==> config.mk <==
export PLATFORM = sky130hd
export DESIGN_NAME = norm_round_seq
export DESIGN_NICKNAME = d
export VERILOG_FILES = /design/src/rtl/mac_pkg.sv /design/src/rtl/rne_round.sv /design/src/rtl/norm_round_seq.sv
export SDC_FILE = /design/constraint.sdc
export NUM_CORES = 1
export LEC_CHECK = 0
export ABC_AREA = 1
export CAP_MARGIN = 20
export CORE_ASPECT_RATIO = 1.4
export CORE_MARGIN = 2
export CORE_UTILIZATION = 49
export CTS_CLUSTER_DIAMETER = 80
export DETAILED_ROUTE_END_ITERATION = 10
export GPL_ROUTABILITY_DRIVEN = 0
export PLACE_DENSITY = 0.79
export SYNTH_ARGS = -nofsm -noshare
export SYNTH_HDL_FRONTEND = slang
export SYNTH_HIERARCHICAL = 1
export SYNTH_SLANG_ARGS = --single-unit
==> constraint.sdc <==
create_clock -name i_clk -period 2.5 [get_ports i_clk]
set_clock_uncertainty 0.1 [all_clocks]
set_input_delay 0.25 -clock i_clk [delete_from_list [all_inputs] [get_ports i_clk]]
set_output_delay 0.25 -clock i_clk [all_outputs]
set_load 0.03 [all_outputs]
==> src/rtl/mac_pkg.sv <==
// Shared definitions for the MAC datapath: normaliser FSM states, alignment
// geometry and the cell-count helper used by the constant `number` ports.
package mac_pkg;

    typedef enum logic [2:0] {
        ST_IDLE  = 3'd0,
        ST_ABS   = 3'd1,
        ST_SHIFT = 3'd2,
        ST_ROUND = 3'd3,
        ST_DONE  = 3'd4
    } state_e;

    // Bit of the aligned sum that carries weight 2^0 relative to max_exp.
    localparam int ALIGN_ONE_BIT = 13;
    // Width of one aligned partial product before accumulation growth.
    localparam int PP_W          = 15;
    // Stored exponent width, and the one-bit-wider internal working exponent.
    localparam int EXP_W         = 6;
    localparam int EXPI_W        = EXP_W + 1;
    // Width of the constant cell-count metric port.
    localparam int NUMBER_W      = 51;

    // Gate weights of the ADD (one full-adder bit) and INV primitives.
    localparam int ADD_CELL_GATES = 5;
    localparam int INV_CELL_GATES = 1;

    function automatic logic [NUMBER_W-1:0] cell_gates(input int n_add, input int n_inv);
        return NUMBER_W'(n_add * ADD_CELL_GATES + n_inv * INV_CELL_GATES);
    endfunction

endpackage

==> src/rtl/rne_round.sv <==
// Combinational round-to-nearest-even of a normalised magnitude into
// hidden-one + MAN_W fraction bits, with exponent carry and saturation.
module rne_round
    import mac_pkg::*;
#(
    parameter int SUM_W = 18,
    parameter int MAN_W = 2
) (
    input  logic [SUM_W-1:0]    i_mag,
    input  logic [EXPI_W-1:0]   i_exp_w,
    output logic [MAN_W-1:0]    o_man,
    output logic [EXP_W-1:0]    o_exp,
    output logic                o_of,
    output logic [NUMBER_W-1:0] number
);

    // Round bit sits just below the kept fraction; everything under it is sticky.
    localparam int                 R_POS       = SUM_W - 2 - MAN_W;
    localparam int                 FRAC_W      = MAN_W + 1;
    localparam logic [SUM_W-1:0]   STICKY_MASK = (SUM_W'(1) << R_POS) - SUM_W'(1);
    localparam logic [EXPI_W-1:0]  EXP_MAX     = EXPI_W'((1 << EXP_W) - 1);

    function automatic logic rne_inc(input logic lsb, input logic rnd, input logic sticky);
        return rnd & (sticky | lsb);
    endfunction

    function automatic logic exp_sat(input logic [EXPI_W-1:0] exp_w);
        return exp_w > EXP_MAX;
    endfunction

    // The hidden one is implied by normalisation and is not part of the result.
    logic               hidden_unused;
    logic [MAN_W-1:0]   frac;
    logic               rnd_bit;
    logic               sticky_bit;
    logic [MAN_W:0]     frac_inc;
    logic [EXPI_W-1:0]  exp_rnd;

    assign hidden_unused = i_mag[SUM_W-1];

    // Round the fraction, propagate carry into the exponent, saturate on overflow
    always_comb begin
        o_of       = 1'b0;
        o_exp      = '0;
        o_man      = '0;
        frac       = i_mag[SUM_W-2 -: MAN_W];
        rnd_bit    = i_mag[R_POS];
        sticky_bit = |(i_mag & STICKY_MASK);
        frac_inc   = {1'b0, frac} + FRAC_W'(rne_inc(frac[0], rnd_bit, sticky_bit));
        // A carry out of the fraction leaves the low bits at zero and bumps the exponent.
        exp_rnd    = i_exp_w + EXPI_W'(frac_inc[MAN_W]);
        if (exp_sat(exp_rnd)) begin
            o_of  = 1'b1;
            o_exp = '1;
            o_man = '1;
        end else begin
            o_exp = exp_rnd[EXP_W-1:0];
            o_man = frac_inc[MAN_W-1:0];
        end
    end

    // Fraction incrementer plus exponent incrementer.
    assign number = cell_gates(MAN_W + EXPI_W, 0);

endmodule

==> src/rtl/norm_round_seq.sv <==
// Iterative normaliser: turns an accumulated two's-complement aligned sum back
// into sign / exponent / rounded mantissa, one shift decision per cycle.
module norm_round_seq
    import mac_pkg::*;
#(
    parameter  int GUARD = 3,
    parameter  int MAN_W = 2,
    localparam int SUM_W = PP_W + GUARD
) (
    input  logic                i_clk,
    input  logic                i_rst,
    input  logic                i_valid,
    output logic                o_ready,
    input  logic [SUM_W-1:0]    i_sum,
    input  logic [EXP_W-1:0]    i_max_exp,
    output logic                o_valid,
    input  logic                i_ready,
    output logic                o_sign,
    output logic [EXP_W-1:0]    o_exp,
    output logic [MAN_W-1:0]    o_man,
    output logic                o_zero,
    output logic                o_of,
    output logic                o_uf,
    output logic [NUMBER_W-1:0] number
);

    // The sum MSB sits GUARD+1 binary places above the 2^0 bit, so the working
    // exponent starts that much above max_exp and counts down with each shift.
    localparam logic [EXPI_W-1:0] EXP_OFFSET = EXPI_W'(GUARD + 1);

    state_e              state_q, state_d;
    logic [SUM_W-1:0]    mag_q, mag_d;
    logic [EXPI_W-1:0]   expw_q, expw_d;
    logic                sign_q, sign_d;
    logic [EXP_W-1:0]    exp_q, exp_d;
    logic [MAN_W-1:0]    man_q, man_d;
    logic                zero_q, zero_d;
    logic                of_q, of_d;
    logic                uf_q, uf_d;

    logic [MAN_W-1:0]    rnd_man;
    logic [EXP_W-1:0]    rnd_exp;
    logic                rnd_of;
    logic [NUMBER_W-1:0] rnd_number;

    rne_round #(
        .SUM_W (SUM_W),
        .MAN_W (MAN_W)
    ) u_rne_round (
        .i_mag   (mag_q),
        .i_exp_w (expw_q),
        .o_man   (rnd_man),
        .o_exp   (rnd_exp),
        .o_of    (rnd_of),
        .number  (rnd_number)
    );

    assign o_ready = (state_q == ST_IDLE) && !i_rst;
    assign o_valid = (state_q == ST_DONE);
    assign o_sign  = sign_q;
    assign o_exp   = exp_q;
    assign o_man   = man_q;
    assign o_zero  = zero_q;
    assign o_of    = of_q;
    assign o_uf    = uf_q;

    // Abs-value negator (INV + ADD per bit) and the offset / decrement exponent adders.
    assign number  = rnd_number + cell_gates(SUM_W + 2 * EXPI_W, SUM_W);

    // Next state, working magnitude/exponent and result fields
    always_comb begin
        state_d = state_q;
        mag_d   = mag_q;
        expw_d  = expw_q;
        sign_d  = sign_q;
        exp_d   = exp_q;
        man_d   = man_q;
        zero_d  = zero_q;
        of_d    = of_q;
        uf_d    = uf_q;
        unique case (state_q)
            ST_IDLE: begin
                if (i_valid && o_ready) begin
                    state_d = ST_ABS;
                    mag_d   = i_sum;
                    expw_d  = {1'b0, i_max_exp};
                    sign_d  = 1'b0;
                    exp_d   = '0;
                    man_d   = '0;
                    zero_d  = 1'b0;
                    of_d    = 1'b0;
                    uf_d    = 1'b0;
                end
            end
            ST_ABS: begin
                // Magnitude stays SUM_W unsigned, so the most negative sum maps to 2^(SUM_W-1) exactly.
                sign_d = mag_q[SUM_W-1];
                mag_d  = mag_q[SUM_W-1] ? -mag_q : mag_q;
                expw_d = expw_q + EXP_OFFSET;
                if (mag_q == '0) begin
                    zero_d  = 1'b1;
                    sign_d  = 1'b0;
                    exp_d   = '0;
                    man_d   = '0;
                    state_d = ST_DONE;
                end else begin
                    state_d = ST_SHIFT;
                end
            end
            ST_SHIFT: begin
                // Normalisation wins over underflow when both happen on the same cycle.
                if (mag_q[SUM_W-1]) begin
                    state_d = ST_ROUND;
                end else if (expw_q == '0) begin
                    uf_d    = 1'b1;
                    zero_d  = 1'b1;
                    sign_d  = 1'b0;
                    exp_d   = '0;
                    man_d   = '0;
                    state_d = ST_DONE;
                end else begin
                    mag_d  = {mag_q[SUM_W-2:0], 1'b0};
                    expw_d = expw_q - EXPI_W'(1);
                end
            end
            ST_ROUND: begin
                man_d   = rnd_man;
                exp_d   = rnd_exp;
                of_d    = rnd_of;
                state_d = ST_DONE;
            end
            ST_DONE: begin
                if (i_ready) begin
                    state_d = ST_IDLE;
                end
            end
            default: begin
                state_d = ST_IDLE;
            end
        endcase
    end

    // Control state and visible result fields, cleared by reset
    always_ff @(posedge i_clk) begin
        if (i_rst) begin
            state_q <= ST_IDLE;
            sign_q  <= 1'b0;
            exp_q   <= '0;
            man_q   <= '0;
            zero_q  <= 1'b0;
            of_q    <= 1'b0;
            uf_q    <= 1'b0;
        end else begin
            state_q <= state_d;
            sign_q  <= sign_d;
            exp_q   <= exp_d;
            man_q   <= man_d;
            zero_q  <= zero_d;
            of_q    <= of_d;
            uf_q    <= uf_d;
        end
    end

    // Working magnitude and exponent; always reloaded on accept, so no reset needed
    always_ff @(posedge i_clk) begin
        mag_q  <= mag_d;
        expw_q <= expw_d;
    end

endmodule
==> summary.md, run 1 <==
| Metric | Value |
|---|---|
| Register-to-Register Path Depth | `14` |
| Row cnt | `43` |
| Leak | `2.38 nW` |
| Core area | `9950 sq um` |
| Worst r2r src | `mag_q[14]$_DFFE_PP_` |
| Clock Path Buffers | `2` |
| Setup violations, final | `0` |
| Vias/cell | `5.03` |
| Worst Setup End Kind | `flip-flop` |
| Worst EP required | `2.58 ns` |
| DIE HEIGHT | `124 um` |
| Layout cells sized above 1 | `10.0%` |
| Initial DRC count | `214` |
| Setup TNS | `0 ns` |
| Reg clk slew, reported paths | `0.06 ns` |
| # DRC | `0` |
| Largest delay share family, worst path | `simple AND/OR/NAND/NOR gates` |
| Max Cap Viol | `0` |
| Clock Sinks | `40` |
| CTS tree | `done` |
| Root buffer cell | `clkbuf_16` |
| Worst-Skew Late Latency | `0.29 ns` |
| CP Capture Point | `o_exp[0]$_SDFFE_PP0P_` |
| Crit. path cell count | `14` |
| H-tree depth | `2` |
| Register area share after synthesis | `20.8%` |
| Post-synthesis average cell area | `6.24 sq um` |
| GR Util All Layers | `24.0%` |
| Worst stage delay on the critical path | `0.47 ns` |
| TritonRoute pass-1 iters | `5` |
| Diode count | `0` |
| Post-synth EDFFs | `25` |
| Post-route ant nets | `0` |
| Maximum vdd drop | `0.350 mV` |
| Layout overhead on the synthesized area | `10.7%` |
| Hold WC Path Type | `flip-flop to flip-flop` |
| Final Non-Filler Cells | `991` |
| Commonest non-fill, non-tap cells in the layout | `nand2_1 (236), nor2_1 (108), inv_1 (83)` |
| Final worst-path cycle share | `88.2%` |
| Most common cell after layout, fill and taps aside | `nand2_1` |
| Asr flop ratio synth | `0%` |
| Critical Path Start | `mag_q[14]$_DFFE_PP_` |
| Dominant synthesized flop cell | `edfxtp_1` |
| Global-route wire length before repair | `21.5 mm` |
| Final WL | `13.1 mm` |
| Worst-path maximum fanout | `7` |
| Die area | `11100 sq um` |
| Total CTS buffers | `5` |
| Crit-path cells | `nand2_1, inv_1, ha_1, ha_1, ha_1, nand2_2, nor2_2, nand3b_1, nand2_2, or2_1, nand2_1, nand3_2, nand2_1, nor2_2` |
| Terminus of the critical flop-to-flop path | `o_exp[0]$_SDFFE_PP0P_` |
| Vias post-DR | `4986` |
| Fillers | `1005` |
| Final Hold Viols | `0` |
| Total grt overflow | `0` |
| Post-CTS Setup Inserts | `0` |
| Netlist cell types | `44` |
| Boundary Pins | `93` |
| Drt wl/cell | `13.3 um` |
| CP Launch Type | `flip-flop` |
| Syn Inst Count | `809` |
| Synth Register Bits | `40` |
| Initial antenna violation count | `0` |
| Critical path buffers and inverters | `1` |
| Reg2Reg Setup Slack | `0.29 ns` |
| Synthesized area | `5050 sq um` |
| Slowest CP cell | `edfxtp_1` |
| Fin. max-slew vios | `0` |
| Critical Path AT | `2.29 ns` |
| RSZ-0062 raised after global routing | `false` |
| CTS Hold Bufs | `0` |
| Status | `finished, final reports clean` |
| Port Buffers | `41` |
| Largest net degree at the start of global routing | `25` |
| Starting Density | `50.7%` |
| Detailed placer's ending HPWL | `11.0 mm` |
| Cell Pwr Density | `895 nW/um^2` |
| F_max | `453 MHz` |
| Vias in the first global route | `4846` |
| Hold Crit Depth | `2` |
| Core Util, Final | `56.1%` |
| Tmin final | `2.21 ns` |
| Worst Max-Slew Pin Slew | `0.619 ns` |
| Syn. warnings | `6` |
| Fin nets | `893` |
| Post_cts resized | `0` |
| Slew headroom | `58.5%` |
| Die Wd | `89.8 um` |
| Crit path kind | `flip-flop to flip-flop` |
| Placed instance count | `983` |
-- area by class of cell --
| class | instances | area (sq um) | share of cell area, % |
|---|---|---|---|
| repair buffers | 49 | 483 | 8.64 |
| clock inverters | 1 | 6.26 | 0.112 |
| inverters | 99 | 374 | 6.70 |
| well taps | 135 | 169 | 3.02 |
| clock buffers | 7 | 143 | 2.55 |
| flip-flops and latches | 40 | 1050 | 18.8 |
| multi-input cells | 660 | 3360 | 60.2 |
-- per-layer routing --
metal	wire (um)	part of all wire, %	vias up	global-route usage (%)
met4	781	5.9	0	15.7
met5	0	0	-	0
met3	777	5.9	51	4.66
met1	4750	36	2171	23.1
met2	6840	52	170	46.7
li1	-	-	2594	-
-- state kept, by name, indices dropped and copies added (netlist names) --
signal and cells:
o_man 2, state_q 3, o_sign 1, o_of 1
mag_q 18, o_zero 1, o_exp 6, o_uf 1
expw_q 7
-- through the flow --
step	instance area [sq um]	hold WS (ns)	power [mW]	setup WS [ns]
6_report	5590	0.357	5.00	0.295
5_1_grt	5590	0.376	5.41	0.141
4_1_cts	5590	0.359	4.97	0.306
3_5_place_dp	5440	0.350	4.30	0.323
3_3_place_gp	5440	0.347	4.25	0.380
2_1_floorplan	5240	0.219	3.69	0.307
-- cell usage after synthesis, drive strengths merged (2+ instances only) --
library cell | count | area [sq um]
nand2 | 249 | 992
nor2 | 126 | 588
inv | 99 | 374
nand3 | 68 | 383
buf | 59 | 450
xor2 | 27 | 236
edfxtp | 25 | 751
o21ai | 23 | 123
nand4 | 22 | 138
a21oi | 21 | 135
nor3 | 19 | 105
dfxtp | 15 | 300
xnor2 | 11 | 96.3
ha | 10 | 125
o211ai | 10 | 80.1
nand3b | 7 | 52.6
or2 | 7 | 43.8
and2 | 2 | 12.5
conb | 2 | 7.51
o221ai | 2 | 17.5
-- cell families after synthesis --
kind of cell,share of synthesized area (%)
compound gates,7.66
flops,20.8
other cells,0.149
fa+ha+maj,2.48
xor+xnor,6.59
simple gates,46.0
buf+inv,16.3
-- worst reg2reg max path: stages (launching register included) --
cell	delay (ns)
edfxtp_1	0.47
nand2_1	0.09
inv_1	0.04
ha_1	0.17
ha_1	0.21
ha_1	0.21
nand2_2	0.10
nor2_2	0.05
nand3b_1	0.08
nand2_2	0.09
or2_1	0.21
nand2_1	0.08
nand3_2	0.07
nand2_1	0.08
nor2_2	0.03
-- how the worst min path moves through the flow --
stage	slack, ns	from	to
after global routing	0.38	o_uf$_SDFFE_PP0P_	o_uf$_SDFFE_PP0P_
after CTS	0.36	o_uf$_SDFFE_PP0P_	o_uf$_SDFFE_PP0P_
final	0.36	o_uf$_SDFFE_PP0P_	o_uf$_SDFFE_PP0P_
after detailed placement	0.35	o_uf$_SDFFE_PP0P_	o_uf$_SDFFE_PP0P_
after floorplan	0.22	i_rst	o_sign$_SDFFE_PP0P_
after global placement	0.35	o_uf$_SDFFE_PP0P_	o_uf$_SDFFE_PP0P_
-- where the power goes --
| group | leakage [nW] | total, mW | internal [mW] | switching [mW] |
|---|---|---|---|---|
| sequential | 0.364 | 1.46 | 1.14 | 0.320 |
| combinational | 1.94 | 2.88 | 0.994 | 1.89 |
| clock | 0.0744 | 0.654 | 0.398 | 0.256 |
| total | 2.38 | 5.00 | 2.53 | 2.47 |
Power figures use the tool's default switching activity.
==> run 2: changes to the inputs <==
- GPL_ROUTABILITY_DRIVEN: 0 -> default
==> run 2 against run 1 <==
  * Maximum frequency grew 0.12%
  * Setup slack gained 0.0027 ns
  * Routed wire length rose by 1.1%
  * Cell area rose by 0.34%
  * First-iteration DRC count up 14%
  * Total power grew 1.3%
  * Core utilization increased by 0.19 points
  * Non-clock buffer count stayed put
  * Register-to-register slack about the same
  * Sequential power barely moved
  * Cell count unchanged
  * Die area is the same
  * Largest power group unchanged
==> summary.md, run 2 (synthesis results as in run 1) <==
| Metric | Value |
|---|---|
| Status | `finished, final reports clean` |
| Met2 usage | `47.8% (+1.0 points)` |
| Max Cap Viol | `0 (unchanged)` |
| Final Hold Viols | `0 (unchanged)` |
| Fin nets | `893 (unchanged)` |
| Post-CTS Setup Inserts | `0 (unchanged)` |
| Final WL | `13.3 mm (+1.1%)` |
| Vias in the first global route | `4834 (-0.25%)` |
| Starting Density | `50.7% (unchanged)` |
| CP Launch Type | `flip-flop` |
| Boundary Pins | `93 (unchanged)` |
| DIE HEIGHT | `124 um (unchanged)` |
| Clock Sinks | `40 (unchanged)` |
| Maximum vdd drop | `0.333 mV (-4.6%)` |
| F_max | `454 MHz (+0.12%)` |
| Reg2Reg Setup Slack | `0.30 ns (about the same)` |
| Total CTS buffers | `5 (unchanged)` |
| RSZ-0062 raised after global routing | `false` |
| GPL Wtd Cong | `0.979` |
| Terminus of the critical flop-to-flop path | `o_exp[0]$_SDFFE_PP0P_` |
| Clock Path Buffers | `2 (unchanged)` |
| Vias post-DR | `5019 (+0.66%)` |
| Detailed placer's ending HPWL | `11.1 mm (+1.1%)` |
| Worst hold endpoint | `o_uf$_SDFFE_PP0P_` |
| Total grt overflow | `0 (unchanged)` |
| Hold Crit Depth | `2 (unchanged)` |
| Register-to-Register Path Depth | `14 (unchanged)` |
| Post_cts resized | `0 (unchanged)` |
| Worst EP required | `2.59 ns (about the same)` |
| # DRC | `0 (unchanged)` |
| Tmin final | `2.20 ns (-0.00268 ns)` |
| Reg clk slew, reported paths | `0.06 ns (about the same)` |
| Port Buffers | `41 (unchanged)` |
| Die area | `11100 sq um (unchanged)` |
| Vias/cell | `5.06 (+0.66%)` |
| Diode count | `0 (unchanged)` |
| GR Util All Layers | `24.7% (+0.75 points)` |
| Largest net degree at the start of global routing | `25 (unchanged)` |
| Worst r2r src | `mag_q[14]$_DFFE_PP_` |
| Largest register FFs | `18 (unchanged)` |
| Initial DRC count | `244 (+14%)` |
| CTS Hold Bufs | `0 (unchanged)` |
| Slew headroom | `57.9% (-0.58 points)` |
| Worst Setup End Kind | `flip-flop` |
| Final Total Pwr | `5.06 mW (+1.3%)` |
| Crit path kind | `flip-flop to flip-flop` |
| Setup violations, final | `0 (unchanged)` |
| Worst-Skew Late Latency | `0.29 ns (about the same)` |
| Global-route wire length before repair | `22.0 mm (+2.2%)` |
| Area of the multi-input gates | `3360 sq um (unchanged)` |
| Final worst-path cycle share | `88.1% (-0.11 points)` |
| CTS tree | `done` |
| GR peak layer | `met2` |
| Post-route ant nets | `0 (unchanged)` |
| Worst Max-Slew Pin Slew | `0.628 ns (+0.00867 ns)` |
| Commonest non-fill, non-tap cells in the layout | `nand2_1 (236), nor2_1 (108), inv_1 (83)` |
| Layout overhead on the synthesized area | `11.0%` |
| Fin. max-slew vios | `0 (unchanged)` |
| Drt wl/cell | `13.4 um (+1.1%)` |
| Hold WC Path Type | `flip-flop to flip-flop` |
| Root buffer cell | `clkbuf_16` |
| Cell Pwr Density | `903 nW/um^2 (+0.92%)` |
| Register area | `1050 sq um (unchanged)` |
| Setup TNS | `0 ns (unchanged)` |
| Critical Path AT | `2.29 ns (about the same)` |
| Initial antenna violation count | `0 (unchanged)` |
| Worst-path maximum fanout | `7 (unchanged)` |
| Row cnt | `43 (unchanged)` |
| Met3 Track Usage GR | `5.51% (+0.85 points)` |
| Layout cells sized above 1 | `10.2% (+0.12 points)` |
| Fillers | `1020 (+1.5%)` |
| Met1 usage | `23.5% (+0.43 points)` |
| Die Wd | `89.8 um (unchanged)` |
| Biggest register | `mag_q` |
| Hold Path Origin | `o_uf$_SDFFE_PP0P_` |
| Leak | `2.39 nW (+0.32%)` |
| H-tree depth | `2 (unchanged)` |
| Most common cell after layout, fill and taps aside | `nand2_1` |
| Core area | `9950 sq um (unchanged)` |
| TritonRoute pass-1 iters | `5 (unchanged)` |
[run 2: cell count changes in the layout (fill, tap and decap cells not counted), sizes merged]
cell	previous run	this run
inv	100	99
clkbuf	7	6
clkinv	0	2
[run 2: worst max-delay path: stages, from the launching register on]
cell and delay [ns]:
edfxtp_1 0.47, nand2_1 0.10, inv_1 0.04, ha_1 0.17, ha_1 0.20, ha_1 0.21, nand2_2 0.10, nor2_2 0.05
nand3b_1 0.08, nand2_2 0.09, or2_1 0.21, nand2_1 0.08, nand3_2 0.07, nand2_1 0.09, nor2_2 0.04
[run 2: how the worst max path moves through the flow]
stage                              startpoint  cells after the start                     to
after global routing      mag_q[14]$_DFFE_PP_                     16  o_exp[2]$_SDFFE_PP0P_
after global placement    mag_q[14]$_DFFE_PP_                     14  o_man[1]$_SDFFE_PP0P_
after floorplan           expw_q[2]$_DFFE_PP_                      9     mag_q[0]$_DFFE_PP_
after detailed placement  mag_q[14]$_DFFE_PP_                     14  o_exp[0]$_SDFFE_PP0P_
final                     mag_q[14]$_DFFE_PP_                     14  o_exp[0]$_SDFFE_PP0P_
after CTS                 mag_q[14]$_DFFE_PP_                     14  o_exp[0]$_SDFFE_PP0P_
[run 2: routing by layer]
layer / routed length, um / up-vias
met3: 840 / 54
met1: 4800 / 2210
li1: - / 2583
met5: 0 / -
met4: 850 / 0
met2: 6800 / 172
[run 2: final cells by class]
class                           instances  share of cell area (%)
Timing Repair Buffer                   49                    8.61
Inverter                               99                    6.67
Clock buffer                            6                    2.68
Sequential cell                        40                    18.7
Clock inverter                          2                   0.312
Multi-Input combinational cell        660                    60.0
Tap cell                              135                    3.01
[run 2: power breakdown]
group / internal [mW] / switching [mW]
clock: 0.434 / 0.274
combinational: 0.997 / 1.90
sequential: 1.14 / 0.315
total: 2.57 / 2.49
[run 2: per-stage QoR]
stage	setup WS (ns)	cells	hold slack, ns	util (%)	area [sq um]
2_1_floorplan	0.307	858	0.219	-	5240
4_1_cts	0.294	991	0.359	56.3	5610
3_5_place_dp	0.295	983	0.352	54.6	5440
6_report	0.297	991	0.356	56.3	5610
3_3_place_gp	0.378	983	0.349	54.6	5440
5_1_grt	0.118	991	0.382	56.3	5610
==> run 3: changes to the inputs <==
- CAP_MARGIN: 20 -> 40
- CORE_UTILIZATION: 49 -> 43
- PLACE_DENSITY: 0.79 -> 0.77
- SETUP_SLACK_MARGIN: default -> 0.3
- SYNTH_HIERARCHICAL: 1 -> default
==> run 3 against run 2 <==
  * Die area is 28% lower
  * Highest routed layer unchanged
  * Largest cell class unchanged
  * Setup slack better by 0.15 ns
  * Maximum frequency is 7.4% higher
  * Combinational power is 7.9% lower
  * Non-clock buffer count is 2 higher
  * Clock power is 33% lower
==> summary.md, run 3 <==
| Metric | Value |
|---|---|
| Boundary Pins | `93 (unchanged)` |
| Fin nets | `504 (-44%)` |
| Tmin final | `2.05 ns (-0.151 ns)` |
| H-tree depth | `2 (unchanged)` |
| Worst Setup End Kind | `flip-flop` |
| Die area | `7990 sq um (-28%)` |
| DIE HEIGHT | `105 um (-15%)` |
| Largest register FFs | `18 (unchanged)` |
| Comb pwr share | `58.4% (+1.2 points)` |
| Reg2Reg Setup Slack | `0.45 ns (+0.15 ns)` |
| Register-to-Register Path Depth | `14 (unchanged)` |
| Final instance area | `3620 sq um (-35%)` |
| Worst-path maximum fanout | `7 (unchanged)` |
| Register area | `1050 sq um (unchanged)` |
| GR Util All Layers | `17.0% (-7.7 points)` |
| Synth Register Bits | `40 (unchanged)` |
| Syn. warnings | `0 (-6)` |
| Psw | `2.22 mW (-11%)` |
| Clock power frac | `10.3% (-3.7 points)` |
| Synthesized area | `3130 sq um (-38%)` |
| Largest net degree at the start of global routing | `24 (-4.0%)` |
| GPL Wtd Cong | `0.883 (-9.8%)` |
| Diode count | `0 (unchanged)` |
| Worst-Skew Late Latency | `0.30 ns (about the same)` |
| Post-synth EDFFs | `25 (unchanged)` |
| # DRC | `0 (unchanged)` |
| RSZ-0062 raised after global routing | `true` |
| Maximum vdd drop | `0.588 mV (+77%)` |
| Root buffer cell | `clkbuf_8` |
| Dominant synthesized flop cell | `edfxtp_1` |
| Initial antenna violation count | `0 (unchanged)` |
| Status | `finished, final reports clean` |
| Post-synthesis average cell area | `7.42 sq um (+19%)` |
| TritonRoute pass-1 iters | `4 (-1)` |
| Post-synth top area share | `24.0% (+6.4 points)` |
| Worst EP required | `2.61 ns (+0.02 ns)` |
| Leak | `1.58 nW (-34%)` |
| Clock Sinks | `40 (unchanged)` |
| Final Non-Filler Cells | `565 (-43%)` |
| Detailed placer's ending HPWL | `5.14 mm (-54%)` |
| Total grt overflow | `0 (unchanged)` |
| Final Total Pwr | `4.58 mW (-9.6%)` |
| Crit path kind | `flip-flop to flip-flop` |
| Die Wd | `76.1 um (-15%)` |
| CP Launch Type | `flip-flop` |
| Vias in the first global route | `2474 (-49%)` |
| Layout overhead on the synthesized area | `15.7%` |
| Netlist cell types | `35 (-20%)` |
| Commonest non-fill, non-tap cells in the layout | `nand2_1 (87), conb_1 (51), nand3_1 (43)` |
| Reg clk slew, reported paths | `0.09 ns (+0.03 ns)` |
| Min Hold Slack | `0.352 ns (-0.00451 ns)` |
| Worst hold endpoint | `o_uf$_SDFFE_PP0P_` |
| Core area | `7030 sq um (-29%)` |
| Flop pwr share | `31.3% (+2.5 points)` |
| Post-route ant nets | `0 (unchanged)` |
| CTS tree | `done` |
| Terminus of the critical flop-to-flop path | `o_exp[5]$_SDFFE_PP0P_` |
| Hold Crit Depth | `2 (unchanged)` |
| Yosys top cell by area | `edfxtp_1` |
| Cell Pwr Density | `1260 nW/um^2 (+40%)` |
| Max Cap Viol | `0 (unchanged)` |
| Fin. max-slew vios | `0 (unchanged)` |
| Syn Inst Count | `422 (-48%)` |
| Hold WC Path Type | `flip-flop to flip-flop` |
| Asr flop ratio synth | `0% (unchanged)` |
| Count leader, synth | `nand2_1` |
| Biggest register | `mag_q` |
| Global-route wire length before repair | `11.3 mm (-49%)` |
| Port Buffers | `41 (unchanged)` |
| Total CTS buffers | `5 (unchanged)` |
| Register area share after synthesis | `33.6% (+13 points)` |
| Setup TNS | `0 ns (unchanged)` |
| Power Internal | `2.36 mW (-8.4%)` |
| Placed instance count | `553 (-44%)` |
| Initial DRC count | `185 (-24%)` |
| Worst r2r src | `mag_q[14]$_DFFE_PP_` |
| CTS Hold Bufs | `0 (unchanged)` |
| Row cnt | `36 (-16%)` |
| Setup violations, final | `0 (unchanged)` |
| Layout cells sized above 1 | `11.7% (+1.5 points)` |
| F_max | `487 MHz (+7.4%)` |
| Final WL | `6.71 mm (-50%)` |
| Clock Path Buffers | `2 (unchanged)` |
| Area of placed instances | `3460 sq um (-36%)` |
| Synth cell count leaders | `nand2_1 (90), buf_4 (54), nand3_1 (45)` |
| Vias post-DR | `2715 (-46%)` |
| Fillers | `714 (-30%)` |
| Final Hold Viols | `0 (unchanged)` |
| Final worst-path cycle share | `82.1% (-6.0 points)` |
| Vias/cell | `4.81 (-5.1%)` |
| Largest cells by area after synthesis | `edfxtp_1 (24%), buf_4 (13%), nand2_1 (11%)` |
| Starting Density | `44.6% (-6.2 points)` |
| Hold Path Origin | `o_uf$_SDFFE_PP0P_` |
| Area of the multi-input gates | `1680 sq um (-50%)` |
| Most common cell after layout, fill and taps aside | `nand2_1` |
| Sw frac | `48.5% (-0.66 points)` |
| Critical Path AT | `2.16 ns (-0.13 ns)` |
| Drt wl/cell | `11.9 um (-11%)` |
[run 3: cell count changes after synthesis, moves of 16 or more]
cell | previous run | this run
nand2_1 | 236 | 90
nand3_1 | 61 | 45
inv_1 | 83 | 37
xor2_1 | 27 | 3
nand4_1 | 22 | 5
nor2_1 | 108 | 43
[run 3: critical path, cell delays in order (launching register included)]
cell,delay (ns)
edfxtp_1,0.36
nand2_1,0.06
inv_1,0.08
ha_1,0.14
ha_1,0.19
ha_2,0.21
nand2_2,0.07
nor2_2,0.13
nand2_1,0.09
nand2_2,0.13
nand2_1,0.08
nand2_2,0.09
o21ai_0,0.09
nor2_1,0.09
nor2_1,0.05
[run 3: kinds of logic (layout without fill, tap and decap cells)]
family	after synthesis	count (layout)	share of synthesized area [%]
AOI/OAI and AO/OA	55	55	10.9
other	2	51	0.240
and+or+nand+nor	209	209	31.7
xor gates and xnor gates	4	4	1.12
buffers and inverters	105	104	19.7
adders and majority gates	7	7	2.80
DFF	40	40	33.6
[run 3: power groups by stage]
stage / sequential [mW] / combinational (mW) / clock, mW
detailed placement: 1.46 / 2.52 / 0
CTS: 1.44 / 2.53 / 0.479
global route: 1.48 / 2.99 / 0.512
floorplan: 1.46 / 1.92 / 0
finish: 1.43 / 2.67 / 0.472
global placement: 1.44 / 2.46 / 0
[run 3: routing by layer]
metal | wire length [um] | track usage [%] | vias to the layer above
li1 | - | - | 1391
met5 | 0 | 0 | -
met1 | 2660 | 19.1 | 1221
met2 | 3640 | 32.2 | 95
met4 | 83 | 4.68 | 0
met3 | 324 | 3.54 | 8
[run 3: layout make-up]
type                    instances  share of cell area, %
inverters                      45                   4.66
multi-input cells             326                   46.4
clock buffers                   6                   2.28
repair buffers                 51                   14.0
clock inverters                 2                  0.346
flip-flops and latches         40                   29.0
well taps                      95                   3.28
[run 3: worst max path at each step]
| stage | startpoint | to | slack, ns | depth (start not counted) |
|---|---|---|---|---|
| 5_1_grt | mag_q[14]$_DFFE_PP_ | o_man[0]$_SDFFE_PP0P_ | 0.25 | 14 |
| 3_3_place_gp | i_rst | mag_q[2]$_DFFE_PP_ | 0.28 | 8 |
| 3_5_place_dp | i_rst | mag_q[2]$_DFFE_PP_ | 0.22 | 8 |
| 2_1_floorplan | expw_q[2]$_DFFE_PP_ | mag_q[0]$_DFFE_PP_ | 0.40 | 8 |
| 6_report | mag_q[14]$_DFFE_PP_ | o_exp[5]$_SDFFE_PP0P_ | 0.45 | 14 |
| 4_1_cts | mag_q[14]$_DFFE_PP_ | o_exp[5]$_SDFFE_PP0P_ | 0.35 | 13 |
[run 3: stage by stage]
stage | utilization (%) | worst slack (ns)
floorplan | - | 0.397
global placement | 49.2 | 0.282
detailed placement | 49.2 | 0.220
CTS | 50.5 | 0.346
global route | 51.5 | 0.247
finish | 51.5 | 0.448
[run 3: repair_timing]
item                       4_1_cts  5_1_grt
setup buffers                    0        4
setup endpoints to repair        2       26
pin swaps                        0        1
resized for setup                2        9
